**src/rtl/nic_rx_pkg.sv**
```systemverilog
// Shared types for the NIC receive packet buffer: flit layout, receive FSM states and MAC constants.
package nic_rx_pkg;

    localparam int FLIT_DATA_W = 64;
    localparam int FLIT_KEEP_W = 8;
    localparam int DST_LSB     = 16;
    localparam logic [47:0] BCAST_MAC = 48'hFFFF_FFFF_FFFF;

    typedef struct packed {
        logic [FLIT_DATA_W-1:0] data;
        logic [FLIT_KEEP_W-1:0] keep;
        logic                   last;
    } flit_t;

    typedef enum logic [1:0] {
        FIRST = 2'd0,
        BODY  = 2'd1,
        DROP  = 2'd2
    } rx_state_e;

    function automatic logic [47:0] dst_mac(input logic [FLIT_DATA_W-1:0] data);
        return data[FLIT_DATA_W-1:DST_LSB];
    endfunction

endpackage

```
**src/rtl/rx_flit_ram.sv**
```systemverilog
// Flit storage: one synchronous write port, one combinational read port.
// Zero-latency read; no flow control of its own.
module rx_flit_ram
    import nic_rx_pkg::*;
#(
    parameter int DEPTH = 64,
    parameter int AW    = $clog2(DEPTH)
) (
    input  logic          clock,
    input  logic          i_we,
    input  logic [AW-1:0] i_waddr,
    input  flit_t         i_wdata,
    input  logic [AW-1:0] i_raddr,
    output flit_t         o_rdata
);

    flit_t r_mem [DEPTH];

    always_ff @(posedge clock) begin
        if (i_we) begin
            r_mem[i_waddr] <= i_wdata;
        end
    end

    assign o_rdata = r_mem[i_raddr];

endmodule

```
**src/rtl/nic_rx_packet_buffer.sv**
```systemverilog
// MAC-filtering store-and-forward receive buffer; a packet is visible the cycle after its last flit.
// Input has no backpressure (non-fitting packets are dropped whole); output is valid/ready.
module nic_rx_packet_buffer
    import nic_rx_pkg::*;
#(
    parameter int DATA_W    = 64,
    parameter int KEEP_W    = 8,
    parameter int BUF_FLITS = 64,
    parameter int PTR_W     = $clog2(BUF_FLITS)
) (
    input  logic              clock,
    input  logic              reset,
    input  logic              in_valid,
    input  logic [DATA_W-1:0] in_data,
    input  logic [KEEP_W-1:0] in_keep,
    input  logic              in_last,
    output logic              out_valid,
    input  logic              out_ready,
    output logic [DATA_W-1:0] out_data,
    output logic [KEEP_W-1:0] out_keep,
    output logic              out_last,
    input  logic [47:0]       mac_addr,
    input  logic              filter_en,
    output logic [PTR_W:0]    occupancy,
    output logic [15:0]       overflow_drops,
    output logic [15:0]       filter_drops
);

    localparam logic [PTR_W:0] P_DEPTH = (PTR_W+1)'(BUF_FLITS);

    rx_state_e      r_state;
    logic [PTR_W:0] r_head;
    logic [PTR_W:0] r_tail;
    logic [PTR_W:0] r_wr;
    logic [15:0]    r_ovf_drops;
    logic [15:0]    r_flt_drops;

    rx_state_e      w_state_nxt;
    logic [PTR_W:0] w_wr_nxt;
    logic [PTR_W:0] w_tail_nxt;
    logic           w_we;
    logic           w_ovf_inc;
    logic           w_flt_inc;
    logic           w_match;
    logic           w_full;
    logic [PTR_W:0] w_space;
    logic           w_rd;
    flit_t          w_wflit;
    flit_t          w_rflit;

    // Space counts speculative writes against the start-of-cycle head only.
    assign w_space = P_DEPTH - (r_wr - r_head);
    assign w_full  = (w_space == '0);
    assign w_match = (dst_mac(in_data) == mac_addr) || (dst_mac(in_data) == BCAST_MAC);
    assign w_wflit = '{data: in_data, keep: in_keep, last: in_last};

    always_comb begin
        w_state_nxt = r_state;
        w_wr_nxt    = r_wr;
        w_tail_nxt  = r_tail;
        w_we        = 1'b0;
        w_ovf_inc   = 1'b0;
        w_flt_inc   = 1'b0;
        if (in_valid) begin
            case (r_state)
                FIRST: begin
                    if (filter_en && !w_match) begin
                        w_flt_inc   = 1'b1;
                        w_state_nxt = in_last ? FIRST : DROP;
                    end else if (w_full) begin
                        w_ovf_inc   = 1'b1;
                        w_state_nxt = in_last ? FIRST : DROP;
                    end else begin
                        w_we     = 1'b1;
                        w_wr_nxt = r_wr + 1'b1;
                        if (in_last) begin
                            w_tail_nxt = r_wr + 1'b1;
                        end else begin
                            w_state_nxt = BODY;
                        end
                    end
                end
                BODY: begin
                    if (w_full) begin
                        w_wr_nxt    = r_tail;
                        w_ovf_inc   = 1'b1;
                        w_state_nxt = in_last ? FIRST : DROP;
                    end else begin
                        w_we     = 1'b1;
                        w_wr_nxt = r_wr + 1'b1;
                        if (in_last) begin
                            w_tail_nxt  = r_wr + 1'b1;
                            w_state_nxt = FIRST;
                        end
                    end
                end
                DROP: begin
                    if (in_last) begin
                        w_state_nxt = FIRST;
                    end
                end
                default: w_state_nxt = FIRST;
            endcase
        end
    end

    assign out_valid = (r_head != r_tail);
    assign w_rd      = out_valid && out_ready;

    always_ff @(posedge clock) begin
        if (reset) begin
            r_state     <= FIRST;
            r_head      <= '0;
            r_tail      <= '0;
            r_wr        <= '0;
            r_ovf_drops <= '0;
            r_flt_drops <= '0;
        end else begin
            r_state <= w_state_nxt;
            r_wr    <= w_wr_nxt;
            r_tail  <= w_tail_nxt;
            if (w_rd) begin
                r_head <= r_head + 1'b1;
            end
            if (w_ovf_inc && (r_ovf_drops != 16'hFFFF)) begin
                r_ovf_drops <= r_ovf_drops + 16'd1;
            end
            if (w_flt_inc && (r_flt_drops != 16'hFFFF)) begin
                r_flt_drops <= r_flt_drops + 16'd1;
            end
        end
    end

    rx_flit_ram #(
        .DEPTH (BUF_FLITS),
        .AW    (PTR_W)
    ) u_ram (
        .clock   (clock),
        .i_we    (w_we),
        .i_waddr (r_wr[PTR_W-1:0]),
        .i_wdata (w_wflit),
        .i_raddr (r_head[PTR_W-1:0]),
        .o_rdata (w_rflit)
    );

    assign out_data       = w_rflit.data;
    assign out_keep       = w_rflit.keep;
    assign out_last       = w_rflit.last;
    assign occupancy      = r_tail - r_head;
    assign overflow_drops = r_ovf_drops;
    assign filter_drops   = r_flt_drops;

endmodule
```
**config.mk**
```make
export PLATFORM = sky130hd
export DESIGN_NAME = nic_rx_packet_buffer
export DESIGN_NICKNAME = d
export VERILOG_FILES = /design/src/rtl/nic_rx_pkg.sv /design/src/rtl/rx_flit_ram.sv /design/src/rtl/nic_rx_packet_buffer.sv
export SDC_FILE = /design/constraint.sdc
export NUM_CORES = 2
export LEC_CHECK = 0
export BUFFER_PORTS_ARGS = -buffer_cell sky130_fd_sc_hd__buf_2
export CELL_PAD_IN_SITES_DETAIL_PLACEMENT = 0
export CELL_PAD_IN_SITES_GLOBAL_PLACEMENT = 1
export CORE_MARGIN = 10
export CORE_UTILIZATION = 45
export DETAILED_ROUTE_END_ITERATION = 16
export HOLD_SLACK_MARGIN = 0.05
export PLACE_DENSITY_LB_ADDON = 0.1
export SETUP_SLACK_MARGIN = 0.2
export SYNTH_ARGS = -nofsm -noshare
export SYNTH_HDL_FRONTEND = slang
export SYNTH_MEMORY_MAX_BITS = 65536
export SYNTH_SLANG_ARGS = --single-unit
```
**constraint.sdc**
```tcl
create_clock -name clock -period 9.3 [get_ports clock]
set_input_delay 0.93 -clock clock [delete_from_list [all_inputs] [get_ports clock]]
set_output_delay 0.93 -clock clock [all_outputs]
set_load 0.005 [all_outputs]
```
Word level (Yosys, flattened, before mapping)
Memories as Yosys holds them, arrays and structs flattened. A register that Yosys moved wholly into a read port is not among the register bits.
Cells that the tools add are included.
Storage, ports and cells
  register bits: 55
  RAM bits: 4672
  input port bits: 126
  memories: 1
Memories
  u_ram.r_mem: words 64, width 73, read ports 1, clocked after memory_dff 1, write ports 1, line rx_flit_ram.sv:17  | flit_t r_mem [DEPTH];
Cells by class
  add/subtract/negate cells: 7
  eq/ne operators: 10
  mux-type cells: 30
  reduce and logical (&&, ||, !) cells: 12
Operators with widths (count)
  == test 48 bit: 1
  == test 48 bit, second input constant: 1
  2-to-1 mux 7 bit: 6
  adder 16 x 1 -> 16 bit, second input constant: 2
  != test 16 bit, second input constant: 2
  one-hot mux 7 bit (2 select lines): 2
  adder 7 x 1 -> 7 bit, second input constant: 2
  subtractor 7 bit: 2
  2-to-1 mux 2 bit: 6
  2-to-1 mux 6 bit: 2
  2-to-1 mux 1 bit: 11
  logical NOT 7 bit: 1
  != test 7 bit: 1
  subtractor 7 bit, first input constant: 1
  one-hot mux 2 bit (3 select lines): 1
  logical AND 1 bit: 4
  != test 2 bit, second input constant: 2
  != test 4 bit, second input constant: 1
  one-hot mux 1 bit (2 select lines): 2
  AND reduction 4 bit: 1
  AND reduction 3 bit: 1
  == test 2 x 1 -> 1 bit, second input constant: 1
  == test 2 bit, second input constant: 1
  logical NOT 2 bit: 1
  4 further kinds: 4

Longest topological paths before layout
  depth in word-level cells: 9
  depth in mapped cells: 15

By module
Synthesis repeated with hierarchy kept, for this count alone.
Second synthesis, totals
  cells, all modules: 7991
  area total of the unflattened synthesis: 180063.9 um2
By module, submodules not included
  rx_flit_ram: times used 1, cells each 7512, area each 176078.9 um2, sequential area each 140294.6 um2
  nic_rx_packet_buffer: times used 1, cells each 479, area each 3985.1 um2, sequential area each 1101.1 um2

Worst setup path before layout
No wires, ideal clock.
  kind: register to register
  start point: register r_wr[1]
  end point: memory u_ram.r_mem[14][0] (netlist bit), enable pin
  library setup time: 0.505 ns
  data arrival time: 5.921 ns
  required time: 8.795 ns
  setup slack: 2.874 ns
  stages on the path, launching flop included: 14
  buffers on the path: 1
  period minus slack after synthesis: 6.426 ns
  path through: dfxtp_1 inv_1 ha_1 ha_1 inv_1 fa_1 nor2b_1 o21ai_0 a31oi_1 a211o_2 o211ai_1 or4_1 buf_2 nor2_1
On the way
  cells in the longest elaborated chain, start to end: 9
Ends and longest elaborated chain
  start, declared: line nic_rx_packet_buffer.sv:34  | logic [PTR_W:0] r_wr;
  start signal, assigned: line nic_rx_packet_buffer.sv:120  | r_wr <= w_wr_nxt;
  subtractor 7 bit (2 in a row): line nic_rx_packet_buffer.sv:52  | assign w_space = P_DEPTH - (r_wr - r_head);
  logical NOT 7 bit: line nic_rx_packet_buffer.sv:53  | assign w_full = (w_space == '0);
  2-to-1 mux 1 bit: line nic_rx_packet_buffer.sv:70, nic_rx_packet_buffer.sv:84
  2-to-1 mux 1 bit: line nic_rx_packet_buffer.sv:67  | if (filter_en && !w_match) begin
  one-hot mux 1 bit (2 select lines): line nic_rx_packet_buffer.sv:65  | case (r_state)
  2-to-1 mux 1 bit: line nic_rx_packet_buffer.sv:64  | if (in_valid) begin
  2-to-1 mux 1 bit: line rx_flit_ram.sv:20  | if (i_we) begin
  2-to-1 mux 1 bit (not written as such): line rx_flit_ram.sv:21  | r_mem[i_waddr] <= i_wdata;
  end, declared: line rx_flit_ram.sv:17
Several ways; a longest one is shown, not always the timed one.

==> key figures <==
Synth
  • Count leader, synth: edfxtp_1
  • Yosys reg bits: 4733
  • FFs w/ async S/R, synth: 0%
  • YS warnings: 0
  • Post-synth EDFFs: 4672
  • Area leader, netlist: edfxtp_1
  • Post-synth top area share: 77.67%
  • Mapped Area: 180600 µm²
  • Commonest cells post-synth: edfxtp_1, mux4_2, clkbuf_1
  • Synth Flop Type: edfxtp_1
  • Post-synthesis sequential area ratio: 78.35%
  • Mean post-synth cell area: 25.39 µm²
  • Unique masters post-synth: 52
  • Largest cells by area after synthesis: edfxtp_1, mux4_2, dfxtp_1
  • Syn_nets: 7264
  • Mapped Cells: 7115

Global routing
  • Initial antenna violation count: 54
  • Total track usage: 24.50%
  • Vias in the first global route: 85302
  • Total gr overflow: 0
  • Largest net degree at the start of global routing: 117
  • Global-route wire length before repair: 728.1 mm

Timing
  • Rel. slew slack: -1.512%
  • Minimum clock period: 6371 ps
  • Final Hold Viols: 0
  • Worst-Margin Slew: 1518 ps
  • Final hold slack: 176.8 ps
  • Setup TNS: 0 ps
  • Setup ws final: 2929 ps
  • Layout Skew: 27.32 ps
  • Fmax: 157.0 MHz
  • Crit share post-route: 68.51%
  • Unrepaired setup endpoints after global routing: no
  • Slew Limit Fails: 2
  • Endpoints failing setup: 0

Worst setup path
  • Worst Setup Path Type: flop to output pin
  • Slowest CP cell: dfxtp_4
  • Most frequent CP cell: mux4_2
  • CP peak stage delay: 940 ps
  • Critical path data arrival time: 5440 ps
  • Startpoint types: flop
  • Crit. End Element: output pin
  • WP buf/inv: 3
  • Crit-path max FO: 35
  • R2r setup slk: 3720 ps
  • Critical path required time: 8370 ps
  • Delay-heaviest family, CP: multiplexers
  • Crit path cell chain: buf_4, buf_4, mux4_2, mux4_2, mux4_2, buf_2

Routing
  • Antenna Nets Post-Route: 0
  • Routed vias/inst: 6.281
  • Drt first pass iters: 5
  • WL/cell: 39.30 µm
  • DRC violations left: 0
  • Initial DRC count: 10870
  • Total wire length: 529.3 mm
  • Via Count: 84585

Power
  • Leak: 0.06196 µW
  • PwrDens: 228.2 nW/µm²
  • Reg power frac: 49.9%
  • Clock power share: 41.7%
  • Comb pwr share: 8.3%
  • Worst vdd ir: 0.1891 mV
  • P_int: 36670 µW
  • Net Sw Frac: 22.15%
  • Net Sw Power: 10430 µW

Min path
  • Worst Hold Class: input port to flop

Finish
  • Area added between synthesis and finish: 14.27%
  • Fillers: 30628
  • Share of cells above drive strength 1: 34.45%
  • Final Instance Area: 206400 µm²
  • Final Util: 51.64%
  • Nets: 7941

Clock tree
  • Post CTS Setup Buffer Count: 0
  • H-tree levels: 6
  • CTS Buf Count: 518
  • Clk_lat worst skew: 1030 ps
  • Clk pin slew, worst setup/hold paths: 60 ps
  • CTS Buffer Depth: 4
  • CTS Hold Bufs: 0
  • Post_cts resized: 0
  • TritonCTS clock tree: done
  • CTS sink count: 4733
  • CTS root buf: clkbuf_16

Run status
  • Violated checks: capacitance limit, slew limit
  • Status: finished, violations left

Floorplan
  • Core ar.: 399700 µm²
  • Starting Density: 45.19%
  • Width of the die: 653.6 µm
  • Die ar.: 427100 µm²
  • DIE HEIGHT: 653.6 µm
  • Rows: 232
  • I/O Pins: 239

Place
  • IO Port Bufs: 238
  • DP Worst Slack: 1914 ps
  • Placed inst area: 190300 µm²
  • Detailed placer's ending HPWL: 310.0 mm
  • GP Congestion: 0.8106

Run
  • Number of violations of the max-capacitance limit: 1
## area by class of cell
| type | instances | area [µm²] | area share, % |
|---|---|---|---|
| inverters | 35 | 131.4 | 0.06365 |
| clock buffers | 678 | 14220 | 6.890 |
| flip-flops and latches | 4733 | 141500 | 68.57 |
| clock inverters | 232 | 1843 | 0.8929 |
| well taps | 5265 | 6588 | 3.191 |
| repair buffers | 524 | 3994 | 1.935 |
| diodes | 20 | 50.05 | 0.02425 |
| multi-input cells | 1980 | 38050 | 18.43 |
## layout by cell type (no fill, tap or decap), drive strengths merged, types with 3 or more instances in the layout
| cell | netlist | layout |
|---|---|---|
| nand3 | 17 | 17 |
| and3 | 17 | 17 |
| buf | 115 | 524 |
| a21oi | 25 | 25 |
| inv | 35 | 52 |
| diode | 0 | 20 |
| mux2i | 14 | 14 |
| o21ai | 9 | 9 |
| clkinvlp | 0 | 4 |
| bufinv | 0 | 27 |
| nor3 | 3 | 3 |
| mux2 | 8 | 8 |
| ha | 21 | 21 |
| a211oi | 5 | 5 |
| dfxtp | 61 | 61 |
| or4 | 15 | 15 |
| nand2 | 16 | 16 |
| nor4 | 23 | 23 |
| clkbuf | 252 | 678 |
| nor2 | 110 | 110 |
| mux4 | 1533 | 1533 |
| xnor2 | 21 | 21 |
| o31ai | 10 | 10 |
| nor2b | 10 | 10 |
| nand4 | 24 | 24 |
| a31oi | 3 | 3 |
| xor2 | 54 | 54 |
| a21o | 5 | 5 |
| and2 | 3 | 3 |
| clkinv | 0 | 184 |
| or3 | 8 | 8 |
| o211ai | 3 | 3 |
| edfxtp | 4672 | 4672 |
## per-stage QoR
| step | std cells | power (µW) |
|---|---|---|
| 3_3_place_gp | 12537 | 27960 |
| 4_1_cts | 13447 | 47570 |
| 5_1_grt | 13453 | 48540 |
| 2_1_floorplan | 7115 | 26270 |
| 3_5_place_dp | 12537 | 27980 |
| 6_report | 13467 | 47100 |
## cell families (layout without fill, tap and decap cells)
kind of cell               Yosys count  in the layout  synth area share [%]
AOI/OAI and AO/OA                   74             74                0.2833
xor gates and xnor gates            76             76                0.3775
adders and majority gates           23             23                0.1676
buffers and inverters              402           1469                0.8832
DFF                               4733           4733                 78.35
muxes                             1555           1555                 19.24
other                                0             20                     0
and+or+nand+nor                    252            252                0.7017
## layer usage
layer,vias up,track usage (%),part of all wire (%)
li1,32584,-,-
met1,47638,36.15,42
met2,3738,38.24,47
met3,617,4.062,7.5
met4,8,6.875,3.1
met5,-,0,0.010
## state kept, by name, indices dropped and copies added, names as in the netlist, named ones only
| register | cells |
|---|---|
| r_state | 2 |
| filter_drops | 16 |
| overflow_drops | 16 |
| r_wr | 7 |
| r_head | 7 |
| r_tail | 7 |
| u_ram.r_mem | 4672 |
## final timing paths
| kind | depth (start not counted) | to | startpoint |
|---|---|---|---|
| max reg2reg | 14 | u_ram.r_mem[29][26] | r_wr[1] |
| min | 1 | u_ram.r_mem[1][20] | in_data[11] |
| max | 6 | out_data[52] | flop |
| min reg2reg | 2 | overflow_drops[11] | overflow_drops[11] |
## power by group through the flow
stage	clock, µW	combinational (µW)	sequential [µW]
finish	19700	3920	23500
global route	20900	4150	23500
floorplan	0	2330	23900
CTS	20000	4020	23500
detailed placement	0	4010	24000
global placement	0	3990	24000
(Power assumes the default switching activity.)
